--- config.mk ---
export PLATFORM = sky130hd
export DESIGN_NAME = keypad_operand_entry
export DESIGN_NICKNAME = d
export VERILOG_FILES = /design/src/rtl/keypad_pkg.sv /design/src/rtl/keypad_scanner.sv /design/src/rtl/keypad_operand_entry.sv
export SDC_FILE = /design/constraint.sdc
export NUM_CORES = 1
export LEC_CHECK = 0
export BUFFER_PORTS_ARGS = -buffer_cell sky130_fd_sc_hd__buf_2
export CAP_MARGIN = 20
export CORE_UTILIZATION = 30
export CTS_BUF_LIST = sky130_fd_sc_hd__clkbuf_16
export CTS_CLUSTER_DIAMETER = 100
export DETAILED_ROUTE_END_ITERATION = 7
export PLACE_DENSITY_LB_ADDON = 0.2
export SYNTH_ARGS = -nofsm -noshare
export SYNTH_HDL_FRONTEND = slang
export SYNTH_HIERARCHICAL = 1
export SYNTH_SLANG_ARGS = --single-unit
--- constraint.sdc ---
create_clock -name clk -period 4.81 [get_ports clk]
set_clock_uncertainty 0.1 [all_clocks]
set_input_delay 0.481 -clock clk [delete_from_list [all_inputs] [get_ports clk]]
set_output_delay 0.481 -clock clk [all_outputs]
set_load 0.01 [all_outputs]
--- src/rtl/keypad_pkg.sv ---
// rtl/keypad_pkg.sv - shared types, column patterns and decode helpers for the keypad operand entry
package keypad_pkg;

  typedef enum logic [1:0] {SCAN, DB_PRESS, HELD, DB_REL} scan_state_t;

  localparam logic [3:0] COL0 = 4'b1110;
  localparam logic [3:0] COL1 = 4'b1101;
  localparam logic [3:0] COL2 = 4'b1011;
  localparam logic [3:0] COL3 = 4'b0111;

  localparam int DIGITS = 4;
  localparam int CNT_W  = 3;
  localparam logic [CNT_W-1:0] LAST_DIGIT = CNT_W'(DIGITS - 1);

  function automatic logic [3:0] next_col(input logic [3:0] col);
    case (col)
      COL0:    next_col = COL1;
      COL1:    next_col = COL2;
      COL2:    next_col = COL3;
      default: next_col = COL0;
    endcase
  endfunction

  function automatic logic [1:0] col_index(input logic [3:0] col);
    case (col)
      COL1:    col_index = 2'd1;
      COL2:    col_index = 2'd2;
      COL3:    col_index = 2'd3;
      default: col_index = 2'd0;
    endcase
  endfunction

  // Lowest-index active-low row wins when several rows are down.
  function automatic logic [1:0] row_index(input logic [3:0] rows);
    if (!rows[0])      row_index = 2'd0;
    else if (!rows[1]) row_index = 2'd1;
    else if (!rows[2]) row_index = 2'd2;
    else               row_index = 2'd3;
  endfunction

endpackage

--- src/rtl/keypad_scanner.sv ---
// rtl/keypad_scanner.sv - row synchronizer, column rotation and press/release debounce FSM
module keypad_scanner
  import keypad_pkg::*;
#(
  parameter int SCAN_DIV     = 50000,
  parameter int DEBOUNCE_CNT = 500000
) (
  input  logic       clk,
  input  logic       clr,
  input  logic [3:0] KEY_R,
  output logic [3:0] KEY_C,
  output logic       key_event,
  output logic [3:0] key_code
);

  localparam int SW = $clog2(SCAN_DIV);
  localparam int DW = $clog2(DEBOUNCE_CNT + 1);
  localparam logic [SW-1:0] SCAN_LAST = SW'(SCAN_DIV - 1);
  localparam logic [DW-1:0] DB_LAST   = DW'(DEBOUNCE_CNT - 1);

  logic [3:0]    r_meta;
  logic [3:0]    rs;
  logic [SW-1:0] scan_cnt;
  logic [DW-1:0] db_cnt;
  scan_state_t   state;
  logic          pressed;
  logic [3:0]    cur_code;

  assign pressed  = (rs != 4'b1111);
  assign cur_code = {row_index(rs), col_index(KEY_C)};

  always_ff @(posedge clk) begin
    if (clr) begin
      r_meta    <= 4'b1111;
      rs        <= 4'b1111;
      KEY_C     <= COL0;
      scan_cnt  <= '0;
      db_cnt    <= '0;
      state     <= SCAN;
      key_event <= 1'b0;
      key_code  <= 4'h0;
    end else begin
      r_meta    <= KEY_R;
      rs        <= r_meta;
      key_event <= 1'b0;
      case (state)
        SCAN: begin
          if (pressed) begin
            key_code <= cur_code;
            if (DEBOUNCE_CNT <= 1) begin
              key_event <= 1'b1;
              db_cnt    <= '0;
              state     <= HELD;
            end else begin
              db_cnt <= DW'(1);
              state  <= DB_PRESS;
            end
          end else if (scan_cnt == SCAN_LAST) begin
            scan_cnt <= '0;
            KEY_C    <= next_col(KEY_C);
          end else begin
            scan_cnt <= scan_cnt + SW'(1);
          end
        end
        DB_PRESS: begin
          if (pressed && cur_code == key_code) begin
            if (db_cnt == DB_LAST) begin
              key_event <= 1'b1;
              db_cnt    <= '0;
              state     <= HELD;
            end else begin
              db_cnt <= db_cnt + DW'(1);
            end
          end else begin
            // scan_cnt is kept, so rotation picks up from the frozen column
            db_cnt <= '0;
            state  <= SCAN;
          end
        end
        HELD: begin
          if (!pressed) begin
            if (DEBOUNCE_CNT <= 1) begin
              db_cnt <= '0;
              state  <= SCAN;
            end else begin
              db_cnt <= DW'(1);
              state  <= DB_REL;
            end
          end
        end
        default: begin
          if (pressed) begin
            db_cnt <= '0;
            state  <= HELD;
          end else if (db_cnt == DB_LAST) begin
            db_cnt <= '0;
            state  <= SCAN;
          end else begin
            db_cnt <= db_cnt + DW'(1);
          end
        end
      endcase
    end
  end

endmodule

--- src/rtl/keypad_operand_entry.sv ---
// rtl/keypad_operand_entry.sv - four-digit X/Y operand accumulator with valid/ready handoff; KEYPAD_PRESS_COUNT_EN adds press_times/last_code
module keypad_operand_entry
  import keypad_pkg::*;
#(
  parameter int SCAN_DIV     = 50000,
  parameter int DEBOUNCE_CNT = 500000
) (
  input  logic       clk,
  input  logic       clr,
  input  logic [3:0] KEY_R,
  output logic [3:0] KEY_C,
  output logic [7:0] X,
  output logic [7:0] Y,
  output logic       operands_valid,
  input  logic       operands_ready
`ifdef KEYPAD_PRESS_COUNT_EN
  ,
  output logic [2:0] press_times,
  output logic [3:0] last_code
`endif
);

  logic             key_event;
  logic [3:0]       key_code;
  logic [CNT_W-1:0] cnt;

  keypad_scanner #(
    .SCAN_DIV    (SCAN_DIV),
    .DEBOUNCE_CNT(DEBOUNCE_CNT)
  ) u_scanner (
    .clk      (clk),
    .clr      (clr),
    .KEY_R    (KEY_R),
    .KEY_C    (KEY_C),
    .key_event(key_event),
    .key_code (key_code)
  );

  // While valid is up the pair is frozen; digits arriving then are dropped.
  always_ff @(posedge clk) begin
    if (clr) begin
      X              <= 8'h00;
      Y              <= 8'h00;
      operands_valid <= 1'b0;
      cnt            <= '0;
    end else if (operands_valid) begin
      if (operands_ready) begin
        operands_valid <= 1'b0;
        cnt            <= '0;
      end
    end else if (key_event) begin
      if (cnt == '0) {X, Y} <= {12'h000, key_code};
      else           {X, Y} <= {X[3:0], Y, key_code};
      cnt <= cnt + CNT_W'(1);
      if (cnt == LAST_DIGIT) operands_valid <= 1'b1;
    end
  end

`ifdef KEYPAD_PRESS_COUNT_EN
  assign press_times = cnt;

  always_ff @(posedge clk) begin
    if (clr)            last_code <= 4'h0;
    else if (key_event) last_code <= key_code;
  end
`endif

endmodule

==> results_dict.tcl <==
set metrics [dict create \
    initial_utilization 0.311 \
    wirelength_mm 7.87 \
    diodes 0 \
    port_buffers 27 \
    min-delay-start "KEY_R[0]" \
    rsz0062_at_grt "no" \
    slew_at_the_pin_with_the_worst_max_slew_slack_ns 0.846 \
    crit_path_top_delay_cell "a211o_1" \
    internal_power_mw 1.05 \
    vias_in_the_first_global_route 2823 \
    synth_most_common_cell "dfxtp_1" \
    postCtsSetupRepairBufs 0 \
    arrival_time_at_the_worst_endpoint_ns 2.79 \
    synthesis.instances 429 \
    routed_wire_length_per_instance_um 13.2 \
    cts_hold_buf 0 \
    critical_path.n_buffers_inverters 1 \
    die_span_in_y_um 111 \
    min_delay_path_class "primary input to flip-flop" \
    placement_rows 39 \
    grt_max_degree 50 \
    switching_part_of_the_total_power 0.242 \
    cts_root_buffer "clkbuf_16" \
    clk-insertion-delay-late_ns 0.34 \
    power-per-cell-area_mw_per_mm2 343 \
    synth_cell_type_count 61 \
    first_pass_grt_wire_length_mm 13.4 \
    timing.setup.tns_ns 0 \
    dp_hpwl_mm 5.08 \
    synth-seq-area-share 0.414 \
    drv_cap 0 \
    worst_setup_path_start_kind "flip-flop" \
    combinationalPowerShare 0.063 \
    design_area_mm2 0.00406 \
    cts_buffers 9 \
    clock_power_share 0.478 \
    yosys_most_used_dff "dfxtp_1" \
    gp_congestion 0.757 \
    drt_iter0_drc 156 \
    report.final.hold_viol_count 0 \
    max-vdd-ir-drop_v 0.000163 \
    globalRouteTotalUtil 0.134 \
    worst_setup_path_end_kind "flip-flop" \
    synth_mux_area_frac 0.00840 \
    synth_top_cells_by_area "dfxtp_1 (41%), nand2_1 (6.1%), a21oi_1 (4.1%)" \
    power.static_leakage_nw 1.42 \
    synthesis.nets 445 \
    synth_fa_ha_area_frac 0.0315 \
    instances_no_fill 595 \
    reg2reg_to "u_scanner/db_cnt[7]$_SDFFE_PP0P_" \
    route.detailed.drc 2 \
    worstSetupPathType "flip-flop to flip-flop" \
    layout-area-overhead-vs-synth_pct 13.4 \
    synthesis.area_per_instance_um2 8.34 \
    outcome "finished with violations" \
    r2r_cells 7 \
    hold_depth 2 \
    max_clk_rate_ghz 0.381 \
    seq_power_share 0.459 \
    p_sw_uw 336 \
    clk_pin_slew_ns 0.06 \
    path_delay_family "simple AND/OR/NAND/NOR gates" \
    regToRegStartpoint "u_scanner/state[0]$_SDFFE_PP0P_" \
    tritoncts "done" \
    placed_insts 578 \
    ys_warn_count 6 \
    synth_enable_flop_cells 0 \
    drt.antenna.violating_nets 0 \
    area_share_of_the_leading_cell_type_in_the_synthesized_netlist 0.414 \
    cts.sink_count 74 \
    yosysTopAreaCell "dfxtp_1" \
    drt_first_pass_iters 6 \
    area_enclosed_by_the_die_boundary_mm2 0.0124 \
    drv_slew 0 \
    crit_required_ns 4.97 \
    relSlewSlack 0.433 \
    finalCritPeriodShare 0.545 \
    worst_path_largest_cell_delay_ns 0.55 \
    synth_xor_xnor_area_share 0.0343 \
    dpl_worst_slack_ns 1.92 \
    clockBufferDepth 2 \
    ios 28 \
    htree_levels 3 \
    postLayoutSetupSlackWorst_ns 2.19 \
    path_common_cell "nand2_1" \
    cp_cell_sequence "inv_1 > ha_1 > nand2_1 > nand2_1 > a211o_1 > or3_1 > o22ai_2" \
    routed-via-count 3065 \
    netlist_area_mm2 0.00358 \
    worstHoldEndpoint "u_scanner/r_meta[0]$_SDFF_PP1_" \
    post_synth_most_frequent_cells "dfxtp_1 (74), nand2_1 (58), nor2_1 (35)" \
    failed_checks "design-rule violations" \
    synth-async-reset-ratio 0 \
    timing.final.setup_violations 0 \
    fp.dieW_um 111 \
    worstPathMaxFanout 19 \
    synth-compound-area-share 0.174 \
    design.core.area_mm2 0.0115 \
    worstSetupStartpoint "u_scanner/state[0]$_SDFFE_PP0P_" \
    reg2reg_setup_slack_ns 2.19 \
    synth_seq_cells 74 \
    drt-vias-per-instance 5.15 \
    num-nets-final 463 \
    layout_min_cycle_time_ns 2.62 \
    drive_gt1_frac 0.157 \
    dpl-instance-area_mm2 0.00375 \
    synth_simple_gate_area_share 0.282 \
    global_route.overflow_total 0 \
    synth_top_family_by_area "simple AND/OR/NAND/NOR gates" \
    post_cts.resized_instances 0 \
    initial_antenna_violation_count 0 \
]
==> flip-flops by register name, indices dropped and copies added (netlist names) <==
name / count
cnt: 3
Y: 8
u_scanner/db_cnt: 19
u_scanner/state: 2
u_scanner/KEY_C: 4
u_scanner/scan_cnt: 16
u_scanner/rs: 4
u_scanner/key_code: 4
u_scanner/key_event: 1
X: 8
u_scanner/r_meta: 4
operands_valid: 1
==> placed cells by master (no fill, tap or decap), types with 3 or more instances in the layout <==
cell / instances
mux2i_1: 3
xnor2_1: 6
clkinvlp_4: 3
nor2b_1: 5
nand4_1: 5
o21ai_0: 22
nor4_1: 6
inv_1: 13
o31ai_1: 3
dfxtp_1: 74
a21o_1: 4
clkbuf_16: 9
nor2_1: 35
a211oi_1: 7
nand3_1: 28
a21oi_2: 5
a31oi_1: 3
a21oi_1: 29
buf_2: 27
ha_1: 9
xor2_1: 8
or2_2: 9
nor3_1: 9
o32ai_1: 4
nand2_1: 58
or3_1: 7
nand3_2: 5
and3_1: 9
nand2b_1: 4
==> power groups by stage <==
stage          clock network, mW  registers (mW)  logic, mW
3_5_place_dp                   0           0.652     0.0871
3_3_place_gp                   0           0.651     0.0868
6_report                   0.664           0.638     0.0874
4_1_cts                    0.681           0.638     0.0877
5_1_grt                    0.709           0.640     0.0980
2_1_floorplan                  0           0.649     0.0670
==> per-stage QoR <==
stage	total power [mW]	utilization	hold slack, ns
after floorplan	0.716	-	0.289
after global placement	0.738	0.326	0.315
after detailed placement	0.739	0.326	0.299
after CTS	1.41	0.352	0.224
after global routing	1.45	0.352	0.228
final	1.39	0.352	0.234
==> routing by layer <==
metal | GRT usage | vias to the layer above | wire [um]
li1 | - | 1556 | -
met2 | 0.204 | 46 | 3390
met4 | 0.0766 | 0 | 214
met3 | 0.0339 | 18 | 249
met5 | 0 | - | 0
met1 | 0.172 | 1445 | 4020
==> cell type report <==
type / count / area, um^2
repair buffers: 29 / 150
clock buffers: 9 / 225
flip-flops and latches: 74 / 1480
multi-input cells: 319 / 1900
inverters: 14 / 52.6
fillers: 1214 / 7460
well taps: 143 / 179
clock inverters: 7 / 70.1
==> worst max path at each step <==
stage	end	slack, ns	cells after the start
2_1_floorplan	u_scanner/scan_cnt[0]$_SDFFE_PP0P_	2.54	11
3_3_place_gp	u_scanner/db_cnt[12]$_SDFFE_PP0P_	2.08	7
3_5_place_dp	u_scanner/db_cnt[3]$_SDFFE_PP0P_	1.92	7
4_1_cts	u_scanner/db_cnt[3]$_SDFFE_PP0P_	1.90	7
5_1_grt	u_scanner/db_cnt[4]$_SDFFE_PP0P_	1.97	7
6_report	u_scanner/db_cnt[7]$_SDFFE_PP0P_	2.19	7
==> cells by family after synthesis <==
group	count (synthesis)
AOI/OAI and AO/OA	96
xor gates and xnor gates	14
adders and majority gates	9
buffers and inverters	36
DFF	74
muxes	3
and+or+nand+nor	197
No activity file was read; power rests on OpenSTA's default activity.
